File: src/rtl/tick_scheduler.sv
// Four-channel tick-based timer: a clock divider produces a base tick, each channel
// counts ticks down to an expiry, and a round-robin arbiter hands expiry events out.
module tick_scheduler #(
   parameter int CLK_FREQ  = 100_000_000,
   parameter int TICK_FREQ = 1000
) (
   input  logic        clk100Mhz,
   input  logic        rst_n,
   input  logic        cmd_valid,
   output logic        cmd_ready,
   input  logic [1:0]  cmd_ch,
   input  logic [1:0]  cmd_op,
   input  logic [15:0] cmd_period,
   output logic [3:0]  busy,
   output logic [3:0]  ovr,
   output logic        evt_valid,
   output logic [1:0]  evt_ch,
   input  logic        evt_ready
);

   localparam int TICK_CNT = CLK_FREQ / TICK_FREQ;
   localparam int DIV_W    = (TICK_CNT > 1) ? $clog2(TICK_CNT) : 1;

   localparam logic [1:0] OP_NOP  = 2'b00;
   localparam logic [1:0] OP_STOP = 2'b11;

   typedef enum logic {
      IDLE  = 1'b0,
      OFFER = 1'b1
   } arb_state_e;

   logic [DIV_W-1:0] div_q;
   logic             tick;
   logic             rdy_q;

   arb_state_e state_q, state_d;
   logic [1:0] evt_ch_q;
   logic [1:0] rr_q;
   logic [3:0] pending;
   logic       hs;
   logic       any_pend;
   logic [1:0] sel;

   // ---------------------------------------------------------------- divider
   assign tick = (div_q == DIV_W'(TICK_CNT - 1));

   always_ff @(posedge clk100Mhz or negedge rst_n) begin
      if (!rst_n) begin
         div_q <= '0;
         rdy_q <= 1'b0;
      end else begin
         div_q <= tick ? '0 : div_q + DIV_W'(1);
         rdy_q <= 1'b1;
      end
   end

   assign cmd_ready = rdy_q;

   // ---------------------------------------------------------------- channels
   generate
      for (genvar gi = 0; gi < 4; gi++) begin : g_ch
         logic        active_q, active_d;
         logic        periodic_q, periodic_d;
         logic [15:0] period_q, period_d;
         logic [15:0] remain_q, remain_d;
         logic        pending_q, pending_d;
         logic        ovr_q, ovr_d;
         logic        cmd_hit;
         logic        clr;
         logic        expire;

         assign cmd_hit = cmd_valid && (cmd_ch == 2'(gi)) && (cmd_op != OP_NOP);
         assign clr     = hs && (evt_ch_q == 2'(gi));

         // A command to this channel masks a coincident tick for this channel only.
         always_comb begin
            active_d   = active_q;
            periodic_d = periodic_q;
            period_d   = period_q;
            remain_d   = remain_q;
            ovr_d      = ovr_q;
            expire     = 1'b0;
            if (cmd_hit) begin
               ovr_d = 1'b0;
               if (cmd_op == OP_STOP) begin
                  active_d = 1'b0;
               end else begin
                  period_d   = (cmd_period == 16'd0) ? 16'd1 : cmd_period;
                  remain_d   = (cmd_period == 16'd0) ? 16'd1 : cmd_period;
                  periodic_d = cmd_op[1];
                  active_d   = 1'b1;
               end
            end else if (tick && active_q) begin
               if (remain_q > 16'd1) begin
                  remain_d = remain_q - 16'd1;
               end else begin
                  expire = 1'b1;
                  if (periodic_q) begin
                     remain_d = period_q;
                  end else begin
                     active_d = 1'b0;
                  end
               end
            end
            if (expire && pending_q && !clr) begin
               ovr_d = 1'b1;
            end
            pending_d = (pending_q && !clr) || expire;
         end

         always_ff @(posedge clk100Mhz or negedge rst_n) begin
            if (!rst_n) begin
               active_q   <= 1'b0;
               periodic_q <= 1'b0;
               period_q   <= '0;
               remain_q   <= '0;
               pending_q  <= 1'b0;
               ovr_q      <= 1'b0;
            end else begin
               active_q   <= active_d;
               periodic_q <= periodic_d;
               period_q   <= period_d;
               remain_q   <= remain_d;
               pending_q  <= pending_d;
               ovr_q      <= ovr_d;
            end
         end

         assign busy[gi]    = active_q;
         assign ovr[gi]     = ovr_q;
         assign pending[gi] = pending_q;
      end
   endgenerate

   // ---------------------------------------------------------------- arbiter
   // Round-robin search starting at rr_q for the first pending channel.
   always_comb begin
      logic [1:0] idx;
      any_pend = 1'b0;
      sel      = 2'd0;
      idx      = 2'd0;
      for (int k = 0; k < 4; k++) begin
         idx = rr_q + 2'(k);
         if (!any_pend && pending[idx]) begin
            any_pend = 1'b1;
            sel      = idx;
         end
      end
   end

   always_ff @(posedge clk100Mhz or negedge rst_n) begin
      if (!rst_n) begin
         state_q <= IDLE;
      end else begin
         state_q <= state_d;
      end
   end

   always_comb begin
      state_d = state_q;
      case (state_q)
         IDLE:    if (any_pend)  state_d = OFFER;
         OFFER:   if (evt_ready) state_d = IDLE;
         default: state_d = IDLE;
      endcase
   end

   always_comb begin
      evt_valid = 1'b0;
      hs        = 1'b0;
      if (state_q == OFFER) begin
         evt_valid = 1'b1;
         hs        = evt_ready;
      end
   end

   // evt_ch is only loaded in IDLE, so it cannot move while an event is offered.
   always_ff @(posedge clk100Mhz or negedge rst_n) begin
      if (!rst_n) begin
         evt_ch_q <= 2'd0;
         rr_q     <= 2'd0;
      end else begin
         if (state_q == IDLE && any_pend) begin
            evt_ch_q <= sel;
         end
         if (hs) begin
            rr_q <= evt_ch_q + 2'd1;
         end
      end
   end

   assign evt_ch = evt_ch_q;

endmodule

File: config.mk
export PLATFORM = sky130hd
export DESIGN_NAME = tick_scheduler
export DESIGN_NICKNAME = d
export VERILOG_FILES = /design/src/rtl/tick_scheduler.sv
export SDC_FILE = /design/constraint.sdc
export NUM_CORES = 1
export LEC_CHECK = 0
export CAP_MARGIN = 5
export CORE_ASPECT_RATIO = 0.75
export CORE_MARGIN = 4
export CORE_UTILIZATION = 50
export DETAILED_ROUTE_END_ITERATION = 16
export PLACE_DENSITY = 0.68
export RECOVER_POWER = 100
export SYNTH_ARGS = -nofsm -noshare
export SYNTH_HDL_FRONTEND = slang
export SYNTH_SLANG_ARGS = --single-unit
File: constraint.sdc
create_clock -name clk100Mhz -period 4.55 [get_ports clk100Mhz]
set_clock_uncertainty 0.05 [all_clocks]
set_input_delay 1.1375 -clock clk100Mhz [delete_from_list [all_inputs] [get_ports clk100Mhz]]
set_output_delay 1.1375 -clock clk100Mhz [all_outputs]
set_load 0.02 [all_outputs]
==> results of run 1 <==
synth_stat cells (4+ instances only):
cell type / number
nor4_1: 10
a211oi_1: 9
nand3_1: 28
inv_1: 30
mux2_2: 31
o211ai_1: 32
o31ai_1: 8
xor2_1: 14
clkbuf_1: 56
and3_1: 4
a31oi_1: 37
o221ai_1: 8
nor2_1: 88
nand2_1: 202
buf_2: 10
nor3_1: 25
dfrtp_1: 167
and2_1: 4
buf_4: 8
o21ai_0: 47
o21a_1: 7
or4_1: 7
or2_2: 5
ha_1: 13
o22a_1: 12
or3_1: 19
nand4_1: 7
a32oi_1: 4
xnor2_1: 26
o31a_1: 4
or3b_2: 4
a21oi_1: 51
worst register-to-register path: stages (launching register included):
cell,delay (ps)
dfrtp_1,430
or4b_1,540
or3b_2,470
nor2_1,420
clkbuf_1,530
a21o_1,530
o31ai_1,160
a32oi_1,190
path summary, 6_finish.rpt:
kind	from	to	slack [ps]	cells after the start
hold / removal	g_ch[1].period_q[10]	g_ch[1].period_q[10]	420	2
setup reg to reg	div_q[13]	g_ch[0].remain_q[9]	1160	7
hold reg to reg	g_ch[1].period_q[10]	g_ch[1].period_q[10]	420	2
min in group asynchronous	rst_n	g_ch[3].remain_q[15]	1250	1
setup / recovery	cmd_op[1]	g_ch[1].remain_q[0]	840	10
max in group asynchronous	rst_n	g_ch[3].remain_q[4]	1600	2
per-stage QoR:
| stage | utilization [%] | power, uW | hold WS, ps | cells |
|---|---|---|---|---|
| after floorplan | - | 2850 | 391 | 1032 |
| after global placement | 54.6 | 3110 | 404 | 1265 |
| after detailed placement | 54.6 | 3140 | 411 | 1265 |
| after CTS | 57.8 | 4550 | 428 | 1297 |
| after global routing | 57.5 | 4800 | 439 | 1297 |
| final | 57.5 | 4530 | 422 | 1297 |
layer usage:
| layer | part of all wire (%) | GRT usage (%) |
|---|---|---|
| met5 | 0 | 0 |
| met4 | 2.0 | 6.16 |
| met3 | 5.9 | 4.07 |
| met2 | 44 | 34.4 |
| met1 | 48 | 35.2 |
state kept, by name (all words and copies together), names as in the netlist:
signal           flops
g_ch.period_q       64
g_ch.pending_q       4
g_ch.active_q        4
state_q              1
rr_q                 2
evt_ch               2
g_ch.ovr_q           4
cmd_ready            1
div_q               17
g_ch.periodic_q      4
g_ch.remain_q       64
cell families after synthesis:
logic type	Yosys count	synth area share [%]
muxes	34	4.19
DFF	167	46.1
xor gates and xnor gates	40	3.87
AOI/OAI and AO/OA	245	17.7
adders and majority gates	13	1.80
and+or+nand+nor	424	21.2
buffers and inverters	108	5.03
other	1	0.0414
cell type report:
cell class | count | area (um^2)
flip-flops and latches | 167 | 4180
multi-input cells | 757 | 4470
well taps | 242 | 303
clock inverters | 11 | 100
clock buffers | 21 | 460
fillers | 1606 | 7520
inverters | 30 | 113
repair buffers | 69 | 559
power by group through the flow:
stage               clock, uW  combinational, uW  sequential (uW)
floorplan                   0                787             2060
global placement            0                971             2140
detailed placement          0                998             2140
CTS                      1420               1000             2120
global route             1480               1130             2180
finish                   1400                990             2130
==> run_results.csv, run 1 <==
group,metric,value,unit
synthesis,synth_edf_count,0,
power_and_ir_drop,p_sw,1440,uW
clocking,post_cts_resized,0,
setup_path,critPathTopFamily,"buffers and inverters",
final_layout,layout_common_cells,"nand2_1 (202), dfrtp_1 (167), nor2_1 (88)",
global_route,overflow,0,
setup_path,critPathCaptureType,"flip-flop",
synthesis,yosys-top-cells-area,"dfrtp_1 (46%), nand2_1 (8.4%), mux2_2 (3.9%), nor2_1 (3.6%), a21oi_1 (2.8%)",
power_and_ir_drop,ir_drop,0.000238,V
clocking,cts_root_buf,"clkbuf_16",
detailed_routing,ant_nets,0,
power_and_ir_drop,power.internal,3090,uW
clocking,clk_pin_slew_worst_paths,70,ps
setup_path,slowest_delay,700,ps
power_and_ir_drop,comb_power_share,21.9,%
timing,tightestPinTransition,2090,ps
global_route,grt_max_degree,82,
setup_path,cp_num_buf_inv,4,
setup_path,worstPathCellList,"dlygate4sd3_1, buf_4, o211a_1, nand2_1, clkbuf_1, a21oi_1, clkbuf_1, nand2_1, o21ai_0, a311oi_1",
die,num_rows,42,
clocking,numCtsBuffers,17,
synthesis,yosys.area.top_type,"dfrtp_1",
power_and_ir_drop,leakage,0.00423,uW
clocking,worstSkewPairLatency,430,ps
placement,dp_slack,912,ps
timing,grt_setup_unrepaired,"false",
global_route,grt_pass1_wl,37700,um
timing,max_freq,269,MHz
synthesis,yosys_warnings,0,
setup_path,crit_path_top_delay_cell,"clkbuf_1",
power_and_ir_drop,switching_share,31.8,%
synthesis,synth_cell_type_count,62,
synthesis,syn_avg_cell_area,8.78,um^2
hold_path,hold_path.class,"reg -> reg",
clocking,postCtsSetupRepairBufs,0,
placement,place_area,9680,um^2
timing,final-setup-viol-count,0,
clocking,clkSinkCount,167,
final_layout,antenna_cells,0,
setup_path,worst_setup_path_start_kind,"input port",
final_layout,final_nets,1079,
final_layout,drive_above_1_share,10.1,%
synthesis,synth.cell_area,9060,um^2
synthesis,synth_flop_cell,"dfrtp_1",
global_route,grt_util_all_layers,23.2,%
clocking,ctsHoldBuffers,0,
detailed_routing,wire_per_inst,17.8,um
setup_path,crit_fanout,19,
detailed_routing,dr_total_vias,7661,
synthesis,synth_nets,1069,
timing,hold_viol,0,
setup_path,crit_type,"in -> reg",
power_and_ir_drop,p_seq_share,47.1,%
timing,maxSlewViolCount,82,
detailed_routing,wirelength,23100,um
power_and_ir_drop,p_clk_share,31.0,%
setup_path,arrival,3980,ps
detailed_routing,firstDrtPassIters,5,
status,violations,"capacitance limit, slew limit",
timing,period_needed,3710,ps
die,die_area,20400,um^2
die,core,17700,um^2
clocking,cts_tree,"built",
placement,place_hpwl,15000,um
placement,gp_congestion,0.849,
die,num_io_pins,36,
timing,relSlewSlack,-39.2,%
global_route,antenna_found_initial,0,
status,outcome,"complete, but fails checks",
run,cap_violations,1,
clocking,htree_levels,4,
final_layout,final_common_cell,"nand2_1",
power_and_ir_drop,p_per_area,444,nW/um^2
die,die_h,125,um
detailed_routing,drt_iter0_markers,692,
final_layout,synthToLayoutAreaGrowth,12.5,%
timing,post-route-period-util,81.6,%
synthesis,synth.top_cell.area_share,46.1,%
setup_path,required,4820,ps
detailed_routing,viasPerCell,5.91,
timing,tns,0,ps
final_layout,final_area,10200,um^2
global_route,grt_pass1_vias,6953,
timing,fin_ws,839,ps
synthesis,ys_seq_area_share,46.1,%
synthesis,synthArstFlopShare,100,%
die,start_util,51.1,%
die,die_w,163,um
detailed_routing,drcViolationCount,0,
synthesis,syn_inst,1032,
clocking,clk_path_buf_depth,2,
synthesis,ys_ff_latch,167,
placement,numPortBuffers,35,
Power figures use the tool's default switching activity.
==> inputs of run 2 (changes only) <==
clock period = 3.8 ns   (was 4.55 ns; I/O delays follow)
==> run 2 against run 1 <==
The run still ends with capacitance limit, slew limit left. Utilization rose by 0.16 points. Largest cell class unchanged. Die area stayed put. Worst hold slack lost 21 ps.
==> run_results.csv, run 2 (same netlist as run 1, synthesis figures left out) <==
group,metric,value,unit
setup_path,arrival,3670,ps
detailed_routing,dr_total_vias,7772,
timing,tns,0,ps
setup_path,crit_path_top_delay_cell,"clkbuf_1",
clocking,ctsHoldBuffers,0,
clocking,post_cts_resized,0,
timing,hold_viol,0,
die,die_w,163,um
global_route,grt_max_degree,63,
die,num_rows,42,
setup_path,worst_setup_path_start_kind,"input port",
global_route,use_met2,36.8,%
die,core,17700,um^2
detailed_routing,wire_per_inst,18.7,um
final_layout,drive_above_1_share,10.2,%
die,num_io_pins,36,
clocking,postCtsSetupRepairBufs,0,
global_route,grt_pass1_vias,7321,
hold_path,hold_path.class,"in -> async",
global_route,overflow,0,
timing,tightestPinTransition,1650,ps
timing,maxSlewViolCount,94,
clocking,cts_root_buf,"clkbuf_16",
global_route,gr-usage-met1,36.5,%
power_and_ir_drop,p_per_area,539,nW/um^2
status,violations,"capacitance limit, slew limit",
final_layout,fill_cells,1586,
global_route,grt_pass1_wl,39900,um
final_layout,antenna_cells,0,
timing,max_freq,294,MHz
detailed_routing,viasPerCell,5.96,
die,die_h,125,um
detailed_routing,firstDrtPassIters,6,
detailed_routing,drt_iter0_markers,712,
setup_path,critical_path.most_common_cell,"clkbuf_1",
timing,final-setup-viol-count,0,
clocking,cts_tree,"built",
clocking,htree_levels,4,
final_layout,synthToLayoutAreaGrowth,12.8,%
timing,period_needed,3400,ps
global_route,grt_util_all_layers,24.7,%
detailed_routing,wirelength,24400,um
final_layout,multi_input_comb_area,4450,um^2
final_layout,largest_registers,"g_ch.period_q (64), g_ch.remain_q (64), div_q (17)",
final_layout,final_common_cell,"nand2_1",
setup_path,r2r_start,"div_q[13]",
timing,grt_setup_unrepaired,"false",
setup_path,critPathCaptureType,"flip-flop",
setup_path,crit_fanout,14,
die,start_util,51.1,%
setup_path,crit_start,"cmd_op[0]",
final_layout,register_area,4180,um^2
timing,post-route-period-util,89.6,%
placement,gp_congestion,0.841,
setup_path,worstPathCellList,"dlygate4sd3_1, clkbuf_1, o211a_1, and2_0, nand2_1, clkbuf_1, mux2_2",
global_route,grt-busiest-layer,"met2",
clocking,clkSinkCount,167,
die,die_area,20400,um^2
setup_path,required,4070,ps
run,cap_violations,2,
clocking,clk_pin_slew_worst_paths,70,ps
power_and_ir_drop,ir_drop,0.000273,V
final_layout,fin_util,57.7,%
final_layout,final_nets,1086,
final_layout,layout_common_cells,"nand2_1 (202), dfrtp_1 (167), nor2_1 (88)",
detailed_routing,drcViolationCount,0,
clocking,numCtsBuffers,17,
clocking,clk_path_buf_depth,2,
clocking,worstSkewPairLatency,440,ps
setup_path,crit_type,"in -> reg",
global_route,antenna_found_initial,1,
setup_path,slowest_delay,680,ps
placement,numPortBuffers,35,
power_and_ir_drop,leakage,0.00423,uW
global_route,grt_use_met3,4.17,%
detailed_routing,ant_nets,0,
status,outcome,"complete, but fails checks",
timing,relSlewSlack,-10.2,%
placement,place_hpwl,16100,um
[run 2: metal layers]
layer | routed length (um) | vias to the layer above | share of wire (%)
li1 | - | 3674 | -
met1 | 11300 | 3792 | 46
met2 | 11000 | 260 | 45
met3 | 1450 | 46 | 6.0
met4 | 659 | 0 | 2.7
met5 | 0 | - | 0
[run 2: worst max-delay path, delay by kind of cell]
family,cells,cell delay (ps)
AOI/OAI and AO/OA,1,310
and+or+nand+nor,2,470
buffers and inverters,3,1500
muxes,1,430
[run 2: path summary, 6_finish.rpt]
kind	to	slack, ps	cells after the start
setup reg to reg	g_ch[0].remain_q[15]	580	7
max in group asynchronous	g_ch[1].active_q	1370	2
hold / removal	g_ch[3].period_q[15]	400	1
setup / recovery	g_ch[3].period_q[5]	400	7
min in group clk100Mhz	g_ch[1].period_q[10]	420	2
hold reg to reg	g_ch[1].period_q[10]	420	2
[run 2: final cells by class]
cell class / instances / area share, %
tap: 242 / 2.96
inverter: 30 / 1.10
clock inverter: 14 / 1.51
timing repair buffer: 76 / 5.82
multi-input combinational: 757 / 43.5
sequential: 167 / 40.9
clock buffer: 17 / 4.16
[run 2: where the power goes]
| part | switching (uW) | internal [uW] | total, uW |
|---|---|---|---|
| logic | 615 | 593 | 1210 |
| registers | 394 | 2170 | 2560 |
| clock network | 770 | 968 | 1740 |
| total | 1780 | 3730 | 5510 |
[run 2: per-stage QoR]
stage | setup WS (ps) | hold WS, ps | cells | total power, uW | cell area (um^2)
2_1_floorplan | 913 | 391 | 1032 | 3410 | 9060
3_3_place_gp | 559 | 406 | 1272 | 3740 | 9740
3_5_place_dp | 453 | 409 | 1272 | 3780 | 9740
4_1_cts | 675 | 425 | 1303 | 5540 | 10300
5_1_grt | 321 | 448 | 1303 | 5820 | 10200
6_report | 397 | 401 | 1303 | 5510 | 10200
==> RTL edit (config.mk and constraints of run 2) <==
Reset style: synchronous (`rst_n`), changed in 4 clocked blocks.
--- a/src/rtl/tick_scheduler.sv
+++ b/src/rtl/tick_scheduler.sv
@@ -45,5 +45,5 @@
    assign tick = (div_q == DIV_W'(TICK_CNT - 1));
 
-   always_ff @(posedge clk100Mhz or negedge rst_n) begin
+   always_ff @(posedge clk100Mhz) begin
       if (!rst_n) begin
          div_q <= '0;
@@ -109,5 +109,5 @@
          end
 
-         always_ff @(posedge clk100Mhz or negedge rst_n) begin
+         always_ff @(posedge clk100Mhz) begin
             if (!rst_n) begin
                active_q   <= 1'b0;
@@ -149,5 +149,5 @@
    end
 
-   always_ff @(posedge clk100Mhz or negedge rst_n) begin
+   always_ff @(posedge clk100Mhz) begin
       if (!rst_n) begin
          state_q <= IDLE;
@@ -176,5 +176,5 @@
 
    // evt_ch is only loaded in IDLE, so it cannot move while an event is offered.
-   always_ff @(posedge clk100Mhz or negedge rst_n) begin
+   always_ff @(posedge clk100Mhz) begin
       if (!rst_n) begin
          evt_ch_q <= 2'd0;
Function: differs if rst_n is asserted again (counterexample within 4 cycles, from zero or initial values and one cycle with rst_n low); with rst_n held inactive, the same outputs for 10 cycles.
==> RTL edit against run 2 <==
- cell area fell by 3.4%
- routed wire length increased by 1.6%
- the run still ends with max-capacitance violations, max-slew violations left
- die area decreased by 2.5%
- sequential share of layout area down 7.0 points
- first-iteration DRC count increased by 4.1%
- worst setup slack got worse by 0.047 ns
- power down 19%
- fmax shrank 1.4%
- final cell count is 7.2% higher
- highest routed layer unchanged
- worst hold slack gained 0.0019 ns
- synthesized area shrank 2.6%
- combinational power shrank 22%
- sequential cell count did not move
==> RTL edit: results (changes against run 2) <==
Logic synthesis
  – Synthesized area per cell: 7.638 sq um (-13%)
  – Post-synth top cells: nand2_1 (240), dfxtp_1 (167), a21oi_1 (103), nor2_1 (97), clkbuf_1 (79)
  – Count of cell types in the netlist: 64 (+3.2%)
  – Asr flop ratio synth: 0% (-100 points)
  – Post-synthesis sequential area ratio: 37.90% (-8.2 points)
  – Mapped Nets: 1192 (+12%)
  – Largest cells by area after synthesis: dfxtp_1 (38%), nand2_1 (10%), a21oi_1 (5.8%)

Place
  – Placed Instances: 1367 (+7.5%)
  – Post-detail-place hpwl: 16340 um (+1.2%)
  – Final GP Congestion: 0.8532 (+1.5%)
  – DP Area: 9417 sq um (-3.3%)
  – Pre-CTS setup slack: 0.3696 ns (-0.08296 ns)

Clock tree
  – CTS buffer count: 17 (unchanged)
  – Clock Tree Buf Depth: 2 (unchanged)
  – Clock root cell: clkbuf_16
  – Post_cts resized: 0 (unchanged)
  – Htree depth: 4 (unchanged)

Route
  – Drt pass-1 iters: 5 (-1)
  – DRT met1 WL: 11880 um (+5.1%)
  – Top Layer Used: met4
  – DR WL/cell: 17.74 um (-5.2%)
  – First-iteration detailed-routing DRC count: 741 (+4.1%)
  – Final wirelength: 24780 um (+1.6%)
  – Met2 wire length: 10870 um (-0.96%)
  – Met3 routed WL: 1450 um (-0.21%)
  – Via count: 8291 (+6.7%)

Cells and area
  – Largest regs: g_ch.period_q (64), g_ch.remain_q (64), div_q (17)
  – Share of cells above drive strength 1: 8.786% (-1.4 points)
  – Final nets: 1187 (+9.3%)
  – Filler Cells Inserted: 1562 (-1.5%)
  – P&R area growth vs syn: 11.91%

Hold path
  – Hold_sp: g_ch[0].period_q[14]$_SDFFE_PN0P_
  – Hold crit path type: reg2reg

Global routing
  – Initial antenna violation count: 0 (-1)
  – Largest net degree at the start of global routing: 49 (-22%)
  – GR Util All Layers: 25.24% (+0.55 points)
  – Vias in the first global route: 7499 (+2.4%)
  – First-pass GRT wire length: 40020 um (+0.40%)

Timing
  – # setup viols final: 0 (unchanged)
  – Max-slew violations: 27 (-71%)
  – Slew of the pin with the lowest slew margin: 1.510 ns (-0.1426 ns)

Worst setup path
  – Crit. Startpoint: cmd_op[1]
  – Crit Path Max Fanout: 20 (+6)
  – Critical path arrival: 3.71 ns (+0.04 ns)
  – Critical R2R Launch: g_ch[2].remain_q[4]$_SDFFE_PN0P_

Outcome
  – Failing checks: max-capacitance violations, max-slew violations
  – Outcome: finished, violations left

Job
  – Max_cap viols: 1 (-1)

Power and ir drop
  – P_leak: 0.003494 uW (-17%)
  – Power per cell area: 453.7 nW/um^2 (-16%)
  – Worst VDD drop: 0.0002876 V (+5.5%)
  – Pint: 3140 uW (-16%)
  – Logic gate share of total power: 21.2% (-0.7 points)
  – Sequential power share: 41.5% (-5.0 points)
==> RTL edit: cell count changes in the layout (fill, tap and decap cells not counted), moves of 12 or more <==
cell,delta
dfrtp_1,-167
dfxtp_1,+167
a21oi_1,+51
nand2_1,+38
mux2_2,-30
nor4_1,+15
a311oi_1,+13
o221a_2,+13
nand3_1,-12
o22a_1,-12
==> RTL edit: cells by family (layout without fill, tap and decap cells) <==
family | Yosys count | in the layout | synth area share [%]
compound gates | 305 | 305 | 23.36
buf+inv | 125 | 131 | 6.098
mux | 2 | 2 | 0.2411
simple gates | 492 | 492 | 25.50
xor+xnor | 51 | 51 | 5.063
flops | 167 | 167 | 37.90
fa+ha+maj | 13 | 13 | 1.844
==> RTL edit: worst max-delay path, cell delays in order <==
cell	delay, ns
clkdlybuf4s50_1	0.52
clkbuf_1	0.37
o2111ai_1	0.22
clkbuf_1	0.46
a21oi_1	0.26
clkbuf_1	0.42
buf_4	0.27
nor2_1	0.05
a211oi_1	0.19
==> RTL edit: final timing paths <==
path | end | slack (ns) | cells past startpoint
max | g_ch[3].period_q[0]$_SDFFE_PN0P_ | 0.35 | 9
min | g_ch[0].period_q[14]$_SDFFE_PN0P_ | 0.40 | 2
max reg2reg | g_ch[2].remain_q[6]$_SDFFE_PN0P_ | 0.48 | 6
min reg2reg | g_ch[0].period_q[14]$_SDFFE_PN0P_ | 0.40 | 2
==> RTL edit: final cells by class <==
class / instances / area share, %
multi-input combinational: 863 / 50.15
clock inverter: 7 / 0.7097
timing repair buffer: 80 / 6.539
inverter: 21 / 0.8111
tap: 236 / 2.991
sequential: 167 / 33.86
clock buffer: 23 / 4.942
==> RTL edit: layer usage <==
layer	up-vias	track usage [%]
met5	-	0
met3	43	4.598
li1	4112	-
met1	3868	36.12
met4	0	8.631
met2	268	38.61
